==> src/rtl/present80_dec_round_ctrl.sv <==
// PRESENT-80 decryption round controller: key-schedule pre-roll to K32, then rounds count down 31..1.
// Optional build macro PRESENT80_KEY_CACHE_EN lets a repeat key skip the pre-roll.
module present80_dec_round_ctrl #(
  parameter int ROUNDS = 31,
  parameter int RW     = 5
) (
  input  logic          clk,
  input  logic          reset,
  input  logic          start,
  input  logic          ack,
  input  logic          key_reuse,
  output logic          ready,
  output logic          busy,
  output logic          done,
  output logic          data_load,
  output logic          key_load,
  output logic          key_fwd,
  output logic          dec_en,
  output logic          final_xor,
  output logic [RW-1:0] round
);

  typedef enum logic [2:0] {
    IDLE    = 3'd0,
    LOAD    = 3'd1,
    PREROLL = 3'd2,
    DEC     = 3'd3,
    FINAL   = 3'd4,
    DONE    = 3'd5
  } state_t;

  localparam logic [RW-1:0] LAST_ROUND  = RW'(ROUNDS);
  localparam logic [RW-1:0] FIRST_ROUND = RW'(1);

  state_t state_reg;
  logic   cache_valid_reg;
  logic   skip_reg;
  logic   cache_hit;

  // A hit is only possible once a K32 copy has been captured since the last reset.
  assign cache_hit = key_reuse & cache_valid_reg;

  always_ff @(posedge clk or posedge reset) begin
    if (reset) begin
      state_reg       <= IDLE;
      cache_valid_reg <= 1'b0;
      skip_reg        <= 1'b0;
      ready           <= 1'b1;
      busy            <= 1'b0;
      done            <= 1'b0;
      data_load       <= 1'b0;
      key_load        <= 1'b0;
      key_fwd         <= 1'b0;
      dec_en          <= 1'b0;
      final_xor       <= 1'b0;
      round           <= '0;
    end else begin
      // Datapath strobes are single-state; each state re-asserts its own below.
      data_load <= 1'b0;
      key_load  <= 1'b0;
      key_fwd   <= 1'b0;
      dec_en    <= 1'b0;
      final_xor <= 1'b0;
      case (state_reg)
        IDLE: begin
          if (start && ready) begin
            state_reg <= LOAD;
            ready     <= 1'b0;
            busy      <= 1'b1;
            data_load <= 1'b1;
            skip_reg  <= cache_hit;
            if (cache_hit) begin
              key_load <= 1'b0;
              round    <= LAST_ROUND;
            end else begin
              key_load <= 1'b1;
              round    <= FIRST_ROUND;
            end
          end
        end
        LOAD: begin
          if (skip_reg) begin
            state_reg <= DEC;
            dec_en    <= 1'b1;
          end else begin
            state_reg <= PREROLL;
            key_fwd   <= 1'b1;
          end
        end
        PREROLL: begin
          // Round is held at ROUNDS on the way into DEC: K32 is the first inverse key.
          if (round == LAST_ROUND) begin
            state_reg <= DEC;
            dec_en    <= 1'b1;
`ifdef PRESENT80_KEY_CACHE_EN
            cache_valid_reg <= 1'b1;
`else
            cache_valid_reg <= 1'b0;
`endif
          end else begin
            key_fwd <= 1'b1;
            round   <= round + FIRST_ROUND;
          end
        end
        DEC: begin
          if (round == FIRST_ROUND) begin
            state_reg <= FINAL;
            final_xor <= 1'b1;
            round     <= '0;
          end else begin
            dec_en <= 1'b1;
            round  <= round - FIRST_ROUND;
          end
        end
        FINAL: begin
          state_reg <= DONE;
          busy      <= 1'b0;
          done      <= 1'b1;
        end
        DONE: begin
          if (ack) begin
            state_reg <= IDLE;
            done      <= 1'b0;
            ready     <= 1'b1;
          end
        end
        default: begin
          state_reg <= IDLE;
          ready     <= 1'b1;
          busy      <= 1'b0;
          done      <= 1'b0;
          round     <= '0;
        end
      endcase
    end
  end

endmodule

==> config.mk <==
export PLATFORM = sky130hd
export DESIGN_NAME = present80_dec_round_ctrl
export DESIGN_NICKNAME = d
export VERILOG_FILES = /design/src/rtl/present80_dec_round_ctrl.sv
export SDC_FILE = /design/constraint.sdc
export NUM_CORES = 1
export LEC_CHECK = 0
export CORE_MARGIN = 2
export CORE_UTILIZATION = 50
export DETAILED_ROUTE_END_ITERATION = 16
export MAX_ROUTING_LAYER = met4
export PLACE_DENSITY = 0.85
export SYNTH_ARGS = -nofsm -noshare
export SYNTH_HDL_FRONTEND = slang
export SYNTH_SLANG_ARGS = --single-unit
==> constraint.sdc <==
create_clock -name clk -period 2 [get_ports clk]
set_input_delay 0.5 -clock clk [delete_from_list [all_inputs] [get_ports clk]]
set_output_delay 0.5 -clock clk [all_outputs]
set_load 0.01 [all_outputs]
Word-level counts from Yosys, hierarchy flattened:

Index checks and enable logic that the tools add are counted.
Widths: inputs -> output; s select.

* input bits: 5
* output and inout bits: 13
* flip-flop bits (word level): 15
* logic and storage cells: 63

* reduce and logical (&&, ||, !) cells: 11
* bitwise logic cells: 4
* add/sub/neg operators: 2
* mux-type cells: 25
* equality and inequality tests: 12

Operators with widths (number)
* $pmux 5 s4: 1
* $pmux 3 s6: 1
* $mux 5: 3
* $mux 3: 4
* $reduce_or 4->1: 3
* $mux 1: 11
* $ne 2x2->1 const B: 5
* $eq 3x2->1 const B: 2
* $eq 3x3->1 const B: 2
* $pmux 1 s2: 3
* $pmux 1 s3: 2
* $reduce_and 3->1: 2
* $add 5x1->5 const B: 1
* $eq 5x1->1 const B: 1
* $eq 5x5->1 const B: 1
* $sub 5x1->5 const B: 1
* $not 1->1: 4
* $reduce_and 2->1: 2
* $reduce_and 4->1: 1
* $eq 3x1->1 const B: 1
* $logic_not 3->1: 1
* $reduce_or 3->1: 1
* $logic_and 1x1->1: 1

Longest topological paths before layout:

Gate-level depths: netlist (run 1).

* word-level depth: 4
* gate-level depth with buffers: 7
* depth with buffers taken out: 7

Worst setup path after synthesis (run 1):

OpenSTA, ideal clock, no wires.

* kind: flip-flop to flip-flop
* start point: reg round[0]
* end point: reg round[4]
* data required time: 1874 ps
* stages on the path, launching flop included: 7
* setup slack: 227 ps
* library setup time: 126 ps
* period minus slack after synthesis: 1773 ps
* buffers on the path: 0
* arrival time: 1647 ps
* path through: dfrtp_1 -> ha_1 -> and3_2 -> ha_1 -> inv_1 -> o22ai_2 -> a221o_1

* longest elaborated chain between the ends: 3
* elaborated cells on any way between the ends: 9
* classes of those cells: 2 x add/sub; 3 x eq/ne; 3 x mux; 1 x reduce/logical

Ends and longest elaborated chain
* start, declared: line 20 `output logic [RW-1:0] round`
* start signal, assigned: line 102 `round <= round + FIRST_ROUND;`
* start signal, assigned: line 112 `round <= round - FIRST_ROUND;`
* $sub 5x1->5, or another cell as far along: line 112
* $mux 5, or another cell as far along: line 106 `if (round == FIRST_ROUND) begin`
* $pmux 5 s4 or $reduce_and 3->1 (tied branches)

Several ways; a longest one is shown, not always the timed one. The select of a mux whose other input is x is not followed.
A chain may end at the register's enable or synchronous reset.

Worst setup path in the final report (run 1):

* start point: reg round[1]
* end point: reg round[3]

Same word-level chain as after synthesis.

==> impl_metrics.json, run 1 <==
{
  "ys_seq_area_frac": 0.416,
  "critical_path_class": "register to register",
  "nets": 125,
  "yosys_warnings": 0,
  "fin_worst_skew_ps": 12.4,
  "drive_gt1_frac": 0.148,
  "wl_per_cell_um": 14.9,
  "hold_path_class": "primary input to async pin",
  "worstPathMaxFanout": 6,
  "crit_chain": "ha_1 > and3_2 > ha_1 > inv_1 > o22ai_2 > o31ai_1 > o41ai_1",
  "arrival_ps": 2070,
  "setup_viol": 0,
  "ff2ff_setup_slack_ps": 110,
  "io_buffer_count": 16,
  "die_x_um": 46.6,
  "status": "complete, no violations",
  "place_hpwl_mm": 1.50,
  "coreArea_um2": 1710,
  "grt_remaining_overflow": 0,
  "synth_edf_count": 0,
  "fill_cells": 134,
  "critPathLaunch": "round[1]$_DFFE_PP0P_",
  "clk_pin_slew_worst_paths_ps": 90,
  "cts_made_buffers": 3,
  "timing.final.crit_share": 0.947,
  "synth_nets": 104,
  "post-route-drc-count": 0,
  "firstDrtPassIters": 4,
  "max_freq_mhz": 528,
  "endpoint": "round[3]$_DFFE_PP0P_",
  "h-tree-depth": 1,
  "cp_slowest_cell": "dfrtp_1",
  "grt_pass1_vias": 726,
  "reg2reg_depth": 7,
  "vias_per_cell": 5.71,
  "chipHeight_um": 46.6,
  "cts_tree": "yes",
  "rows": 15,
  "p_per_area_nw_per_um2": 437,
  "synth_cell_types": 41,
  "synth_area_um2": 906,
  "grt_max_degree": 19,
  "fin_crit_ps": 1890,
  "track_usage": 0.218,
  "maxCapViolCount": 0,
  "diodes": 0,
  "synth-main-ff-cell": "dfrtp_1",
  "crit_path_end_kind": "register",
  "routed_wl_mm": 2.09,
  "start_kind": "register",
  "clock-sinks": 15,
  "p_total_w": 0.000495,
  "r2r_start": "round[1]$_DFFE_PP0P_",
  "ir_drop_mv": 0.375,
  "vias": 800,
  "place_inst": 136,
  "grt_pass1_wl_mm": 3.22,
  "slew_headroom": 0.611,
  "drt-initial-drc-count": 15,
  "tightest_slew_ps": 583,
  "gp_congestion": 0.884,
  "grt_setup_unrepaired": "no",
  "fin_cells": 140,
  "clk_latency_ps": 290,
  "dp_slack_ps": 144,
  "ys_ff_latch": 15,
  "antenna_found_initial": 0,
  "r2r_end": "round[3]$_DFFE_PP0P_",
  "ios": 18,
  "final.setup.worst_slack_ps": 105,
  "largest_reg_flops": 5,
  "areaGrowthSynthToFinish_pct": 25.1,
  "slew_viol_final": 0,
  "clk_path_buf_depth": 2,
  "slowest_delay_ps": 440,
  "p_leak_nw": 0.569,
  "syn_inst": 95,
  "timing.setup.tns_ps": 0,
  "start_util": 0.530,
  "avgSynthCellArea_um2": 9.54,
  "die-area_um2": 2170,
  "root_buffer": "clkbuf_4",
  "async_flop_share": 1.00,
  "postRouteAntennaNets": 0,
  "crit_required_ps": 2170,
  "cpMostUsedCell": "ha_1",
  "hold_violations": 0
}
-- cells in the final DEF (no fill, tap or decap), types with 2 or more instances in the layout --
master	count
a21oi_1	5
a31oi_1	2
a32oi_1	2
and3_2	2
buf_4	5
clkbuf_4	3
clkdlybuf4s50_1	15
dfrtp_1	14
ha_1	4
inv_1	9
nand2_1	7
nand2b_1	2
nor2_1	6
nor3_1	2
nor3b_1	2
o21ai_0	6
o22a_1	2
o31ai_1	2
xnor2_1	2
-- stage by stage --
step	util	hold slack [ps]	area (um^2)
after floorplan	-	401	906
after global placement	0.646	522	1100
after detailed placement	0.646	539	1100
after CTS	0.662	571	1130
after global routing	0.664	594	1130
final	0.664	559	1130
-- synthesized netlist by cell type (2+ instances only) --
master	count	area (um^2)
nor3b_1	2	15.0
nor2_1	6	22.5
o21ai_0	6	30.0
o31ai_1	2	15.0
nand2_1	7	26.3
nand2b_1	2	12.5
dfrtp_1	14	350
and3_2	2	15.0
o22a_1	2	17.5
inv_1	9	33.8
ha_1	4	50.1
clkbuf_1	2	7.51
nor3_1	2	10.0
a32oi_1	2	17.5
a31oi_1	2	12.5
a21oi_1	5	25.0
xnor2_1	2	17.5
-- worst min path at each step --
stage	cells past startpoint	endpoint	slack, ps	startpoint
CTS	2	key_load$_DFF_PP0_	570	reset
detailed placement	1	done$_DFFE_PP0P_	540	done$_DFFE_PP0P_
floorplan	1	busy$_DFFE_PP0P_	400	reset
finish	2	key_load$_DFF_PP0_	560	reset
global route	2	busy$_DFFE_PP0P_	590	busy$_DFFE_PP0P_
global placement	1	done$_DFFE_PP0P_	520	done$_DFFE_PP0P_
-- layer usage --
metal,share of wire,vias to the layer above,track usage
li1,-,383,-
met1,0.41,377,0.253
met2,0.50,33,0.339
met3,0.062,7,0.0863
met4,0.026,0,0.0800
met5,0,-,-
-- layout make-up --
type                       instances  area [um^2]  share of cell area
clock buffer                       4         26.3              0.0232
inverter                           9         33.8              0.0298
multi-input combinational         66          465               0.411
sequential                        15          377               0.332
tap                               25         31.3              0.0276
timing repair buffer              21          200               0.177
-- critical path: cells and delay by family (launching register included) --
family | cells | cell delay, ps
AO/OA/AOI/OAI | 3 | 530
adder cells (fa/ha/maj) | 2 | 480
flip-flops | 1 | 440
AND/OR/NAND/NOR | 1 | 220
buffers and inverters | 1 | 110
-- where the power goes --
| group | switching (W) | internal (W) | total [W] |
|---|---|---|---|
| Sequential | 0 | 0.000303 | 0.000303 |
| Combinational | 0.0000108 | 0.00000764 | 0.0000185 |
| Clock | 0.0000957 | 0.0000776 | 0.000173 |
| Total | 0.000107 | 0.000388 | 0.000495 |
-- kinds of logic (layout without fill, tap and decap cells) --
group	after synthesis	count (layout)	synth area share
and+or+nand+nor	31	31	0.210
DFF	15	15	0.416
xor gates and xnor gates	2	2	0.0193
buffers and inverters	14	34	0.0718
AOI/OAI and AO/OA	29	29	0.228
adders and majority gates	4	4	0.0553
-- repair_timing --
| item | 4_1_cts | 5_1_grt |
|---|---|---|
| setup buffers | 0 | 0 |
| setup endpoints to repair | 0 | 2 |
| resized for setup | 0 | 2 |
| hold buffers | 0 | 0 |
No activity file was read; power rests on OpenSTA's default activity.
==> run 2, diff against run 1 <==
Settings changed: CORE_UTILIZATION 50 to 52, CTS_BUF_LIST set to sky130_fd_sc_hd__clkbuf_8, PLACE_DENSITY 0.85 to 0.87.
==> impl_metrics.json, run 2 (synthesis results as in run 1) <==
{
  "h-tree-depth": 1,
  "vias": 807,
  "firstDrtPassIters": 4,
  "path_buf_inv": 1,
  "diodes": 0,
  "critical_path_class": "register to output pin",
  "maxCapViolCount": 0,
  "worstPathMaxFanout": 8,
  "crit_chain": "clkdlybuf4s50_1",
  "slowest_delay_ps": 590,
  "grt_pass1_vias": 724,
  "vias_per_cell": 6.16,
  "ir_drop_mv": 0.351,
  "place_hpwl_mm": 1.47,
  "fill_cells": 126,
  "start_kind": "register",
  "crit_required_ps": 1500,
  "clk_path_buf_depth": 2,
  "routed_wl_mm": 2.07,
  "cts_tree": "yes",
  "grt_pass1_wl_mm": 3.48,
  "max_freq_mhz": 530,
  "drt-initial-drc-count": 32,
  "timing.setup.tns_ps": 0,
  "grt_remaining_overflow": 0,
  "rows": 15,
  "cts_made_buffers": 3,
  "antenna_found_initial": 0,
  "status": "complete, no violations",
  "slew_viol_final": 0,
  "root_buffer": "clkbuf_8",
  "cts_setup_buffers": 0,
  "arrival_ps": 1390,
  "gp_congestion": 0.852,
  "areaGrowthSynthToFinish_pct": 25.0,
  "postRouteAntennaNets": 0,
  "slew_headroom": 0.635,
  "fin_cells": 131,
  "multi_input_area_um2": 464,
  "largest_reg_flops": 5,
  "setup_viol": 0,
  "clock-sinks": 15,
  "clk_latency_ps": 250,
  "clk_pin_slew_worst_paths_ps": 60,
  "io_buffer_count": 16,
  "grt_setup_unrepaired": "no",
  "fin_worst_skew_ps": 3.40,
  "start_util": 0.536,
  "ios": 18,
  "regArea_um2": 377,
  "hold_violations": 0,
  "fin_crit_ps": 1890,
  "grt_max_degree": 17,
  "chipHeight_um": 45.7,
  "crit_path_end_kind": "output pin",
  "wl_per_cell_um": 15.8,
  "die_x_um": 45.7,
  "track_usage": 0.239,
  "p_per_area_nw_per_um2": 494,
  "timing.final.crit_share": 0.943,
  "die-area_um2": 2090,
  "hold_path_class": "register to register",
  "drive_gt1_frac": 0.149,
  "final_cell_mix": "16 x clkdlybuf4s50_1, 14 x dfrtp_1, 9 x inv_1",
  "critical_path.top_delay_family": "flip-flops",
  "tightest_slew_ps": 547,
  "hold_slack_ps": 552,
  "place_inst": 127,
  "nets": 124,
  "cts-resized-gates": 0,
  "p_leak_nw": 0.556,
  "hold_buffers": 0,
  "coreArea_um2": 1690,
  "final_common_cell": "clkdlybuf4s50_1",
  "cp_slowest_cell": "dfstp_2",
  "post-route-drc-count": 0
}
-- run 2: changes by cell type in the layout (fill, tap and decap cells not counted) --
cell             before  now
clkdlybuf4s50_1      15   16
clkinv_2              0    1
a2111oi_1             1    0
clkbuf_8              0    3
dlymetal6s2s_1        1    0
clkbuf_4              3    0
clkbuf_1              1    0
buf_4                 5    4
a2111oi_0             0    1
-- run 2: path summary, 6_finish.rpt --
kind	to	depth (start not counted)	slack (ps)	start
min in group asynchronous	key_load$_DFF_PP0_	2	590	reset
hold / removal	done$_DFFE_PP0P_	1	550	done$_DFFE_PP0P_
setup / recovery	ready	1	110	ready$_DFFE_PP1P_
max in group asynchronous	ready$_DFFE_PP1P_	2	1030	reset
setup reg to reg	round[3]$_DFFE_PP0P_	7	120	round[1]$_DFFE_PP0P_
hold reg to reg	done$_DFFE_PP0P_	1	550	done$_DFFE_PP0P_
-- run 2: layout make-up --
cell class,count,share of cell area
clock inverter,1,0.00442
inverter,9,0.0298
timing repair buffer,20,0.168
clock buffer,3,0.0365
sequential,15,0.333
tap,17,0.0188
multi-input combinational,66,0.410
-- run 2: metrics by stage --
stage          setup slack (ps)  instance area (um^2)  power (W)  utilization
5_1_grt                    1.71                  1130   0.000582        0.670
3_3_place_gp                181                  1090   0.000327        0.643
3_5_place_dp                152                  1090   0.000327        0.643
6_report                    114                  1130   0.000559        0.670
4_1_cts                     111                  1130   0.000566        0.670
2_1_floorplan               227                   906   0.000316            -
-- run 2: metal layers --
| metal | vias to the layer above | GRT usage | part of all wire |
|---|---|---|---|
| li1 | 390 | - | - |
| met2 | 23 | 0.383 | 0.51 |
| met1 | 392 | 0.306 | 0.44 |
| met3 | 2 | 0.0595 | 0.046 |
| met5 | - | - | 0 |
| met4 | 0 | 0.0514 | 0.0068 |
-- run 2: power breakdown --
part | total, W | internal [W] | leakage, nW | switching (W)
Combinational | 0.0000178 | 0.00000762 | 0.360 | 0.0000102
Sequential | 0.000304 | 0.000304 | 0.170 | 0
Clock | 0.000238 | 0.000138 | 0.0255 | 0.0000997
==> run 3, diff against run 2 <==
Settings changed: CORE_UTILIZATION 52 to 55, PLACE_DENSITY 0.87 to 0.91.
Clock period 2 ns to 2.3 ns, I/O delays scaled along.
==> impl_metrics.json, run 3 (synthesis results as in run 1) <==
{
  "fin_cells": 128,
  "largest_reg_flops": 5,
  "status": "complete, no violations",
  "start_kind": "register",
  "timing.setup.tns_ps": 0,
  "start_util": 0.594,
  "ir_drop_mv": 0.403,
  "crit_path_end_kind": "output pin",
  "io_buffer_count": 16,
  "wl_per_cell_um": 15.2,
  "areaGrowthSynthToFinish_pct": 23.1,
  "clk_pin_slew_worst_paths_ps": 60,
  "final_common_cell": "clkdlybuf4s50_1",
  "grt_setup_unrepaired": "no",
  "critical_path.top_delay_family": "flip-flops",
  "cts_tree": "yes",
  "post-route-drc-count": 0,
  "rows": 14,
  "maxCapViolCount": 0,
  "coreArea_um2": 1520,
  "timing.final.crit_share": 0.857,
  "chipHeight_um": 44.6,
  "arrival_ps": 1400,
  "vias_per_cell": 6.16,
  "min_path_cells": 1,
  "p_leak_nw": 0.548,
  "worstPathMaxFanout": 8,
  "clock-sinks": 15,
  "slowest_delay_ps": 590,
  "tightest_slew_ps": 556,
  "hold_start": "done$_DFFE_PP0P_",
  "place_inst": 124,
  "crit_required_ps": 1730,
  "clk_latency_ps": 240,
  "grt_pass1_wl_mm": 3.22,
  "drive_gt1_frac": 0.125,
  "ff2ff_setup_slack_ps": 350,
  "nets": 122,
  "vias": 788,
  "r2r_end": "round[3]$_DFFE_PP0P_",
  "crit_chain": "clkdlybuf4s50_1",
  "placed_area_um2": 1070,
  "slew_viol_final": 0,
  "p_per_area_nw_per_um2": 431,
  "setup_viol": 0,
  "fin_worst_skew_ps": 5.17,
  "die-area_um2": 1990,
  "critical_path_class": "register to output pin",
  "track_usage": 0.232,
  "fin_crit_ps": 1970,
  "diodes": 0,
  "clk_path_buf_depth": 2,
  "routed_wl_mm": 1.94,
  "hold_path_class": "register to register",
  "hold_violations": 0,
  "r2r_start": "round[0]$_DFFE_PP0P_",
  "stdcell_area_um2": 1110,
  "place_hpwl_mm": 1.39,
  "firstDrtPassIters": 4,
  "cts_setup_buffers": 0,
  "postRouteAntennaNets": 0,
  "grt_pass1_vias": 719,
  "drt-initial-drc-count": 21,
  "cp_slowest_cell": "dfstp_2",
  "hold_end": "done$_DFFE_PP0P_",
  "gp_congestion": 0.860,
  "die_x_um": 44.6,
  "grt_max_degree": 17,
  "ios": 18,
  "hold_buffers": 0,
  "root_buffer": "clkbuf_8",
  "grt_remaining_overflow": 0,
  "final_cell_mix": "16 x clkdlybuf4s50_1, 14 x dfrtp_1, 10 x inv_1",
  "slew_headroom": 0.629,
  "path_buf_inv": 1,
  "cts-resized-gates": 0,
  "p_total_w": 0.000480,
  "cts_made_buffers": 3,
  "antenna_found_initial": 0,
  "h-tree-depth": 1,
  "reg2reg_depth": 7,
  "max_freq_mhz": 507
}
==> run 3: changes by cell type in the layout (fill, tap and decap cells not counted) <==
| cell | delta |
|---|---|
| clkinv_2 | -1 |
| inv_1 | +1 |
| buf_4 | -2 |
==> run 3: worst max path at each step <==
stage | startpoint | endpoint | slack [ps] | cells past startpoint
after detailed placement | start | round[0]$_DFFE_PP0P_ | 270 | 5
after floorplan | round[0]$_DFFE_PP0P_ | round[4]$_DFFE_PP0P_ | 530 | 6
after global routing | round[0]$_DFFE_PP0P_ | round[0]$_DFFE_PP0P_ | 170 | 7
after global placement | start | round[4]$_DFFE_PP0P_ | 320 | 4
after CTS | ready$_DFFE_PP1P_ | ready | 330 | 1
final | ready$_DFFE_PP1P_ | ready | 330 | 1
==> run 3: cell type report <==
class | count | area, um^2
Clock buffer | 3 | 41.3
Clock inverter | 1 | 3.75
Fill cell | 102 | 409
Inverter | 9 | 33.8
Multi-Input combinational cell | 66 | 464
Sequential cell | 15 | 377
Tap cell | 16 | 20.0
Timing Repair Buffer | 18 | 175
==> run 3: power breakdown <==
group | switching (W) | internal [W] | leakage [nW]
clock | 0.0000842 | 0.000118 | 0.0269
sequential | 0 | 0.000264 | 0.170
combinational | 0.00000831 | 0.00000556 | 0.351
==> run 3: per-stage QoR <==
stage	util	setup slack, ps	hold slack [ps]
after CTS	0.732	331	540
final	0.732	329	539
after global routing	0.732	170	571
after floorplan	-	527	476
after detailed placement	0.702	268	527
after global placement	0.702	318	522
==> run 3: metal layers <==
layer,GRT usage,up-vias,wire (um)
met5,-,-,0
met1,0.298,376,857
met3,0.0653,6,103
li1,-,378,-
met2,0.345,28,944
met4,0.0909,0,38
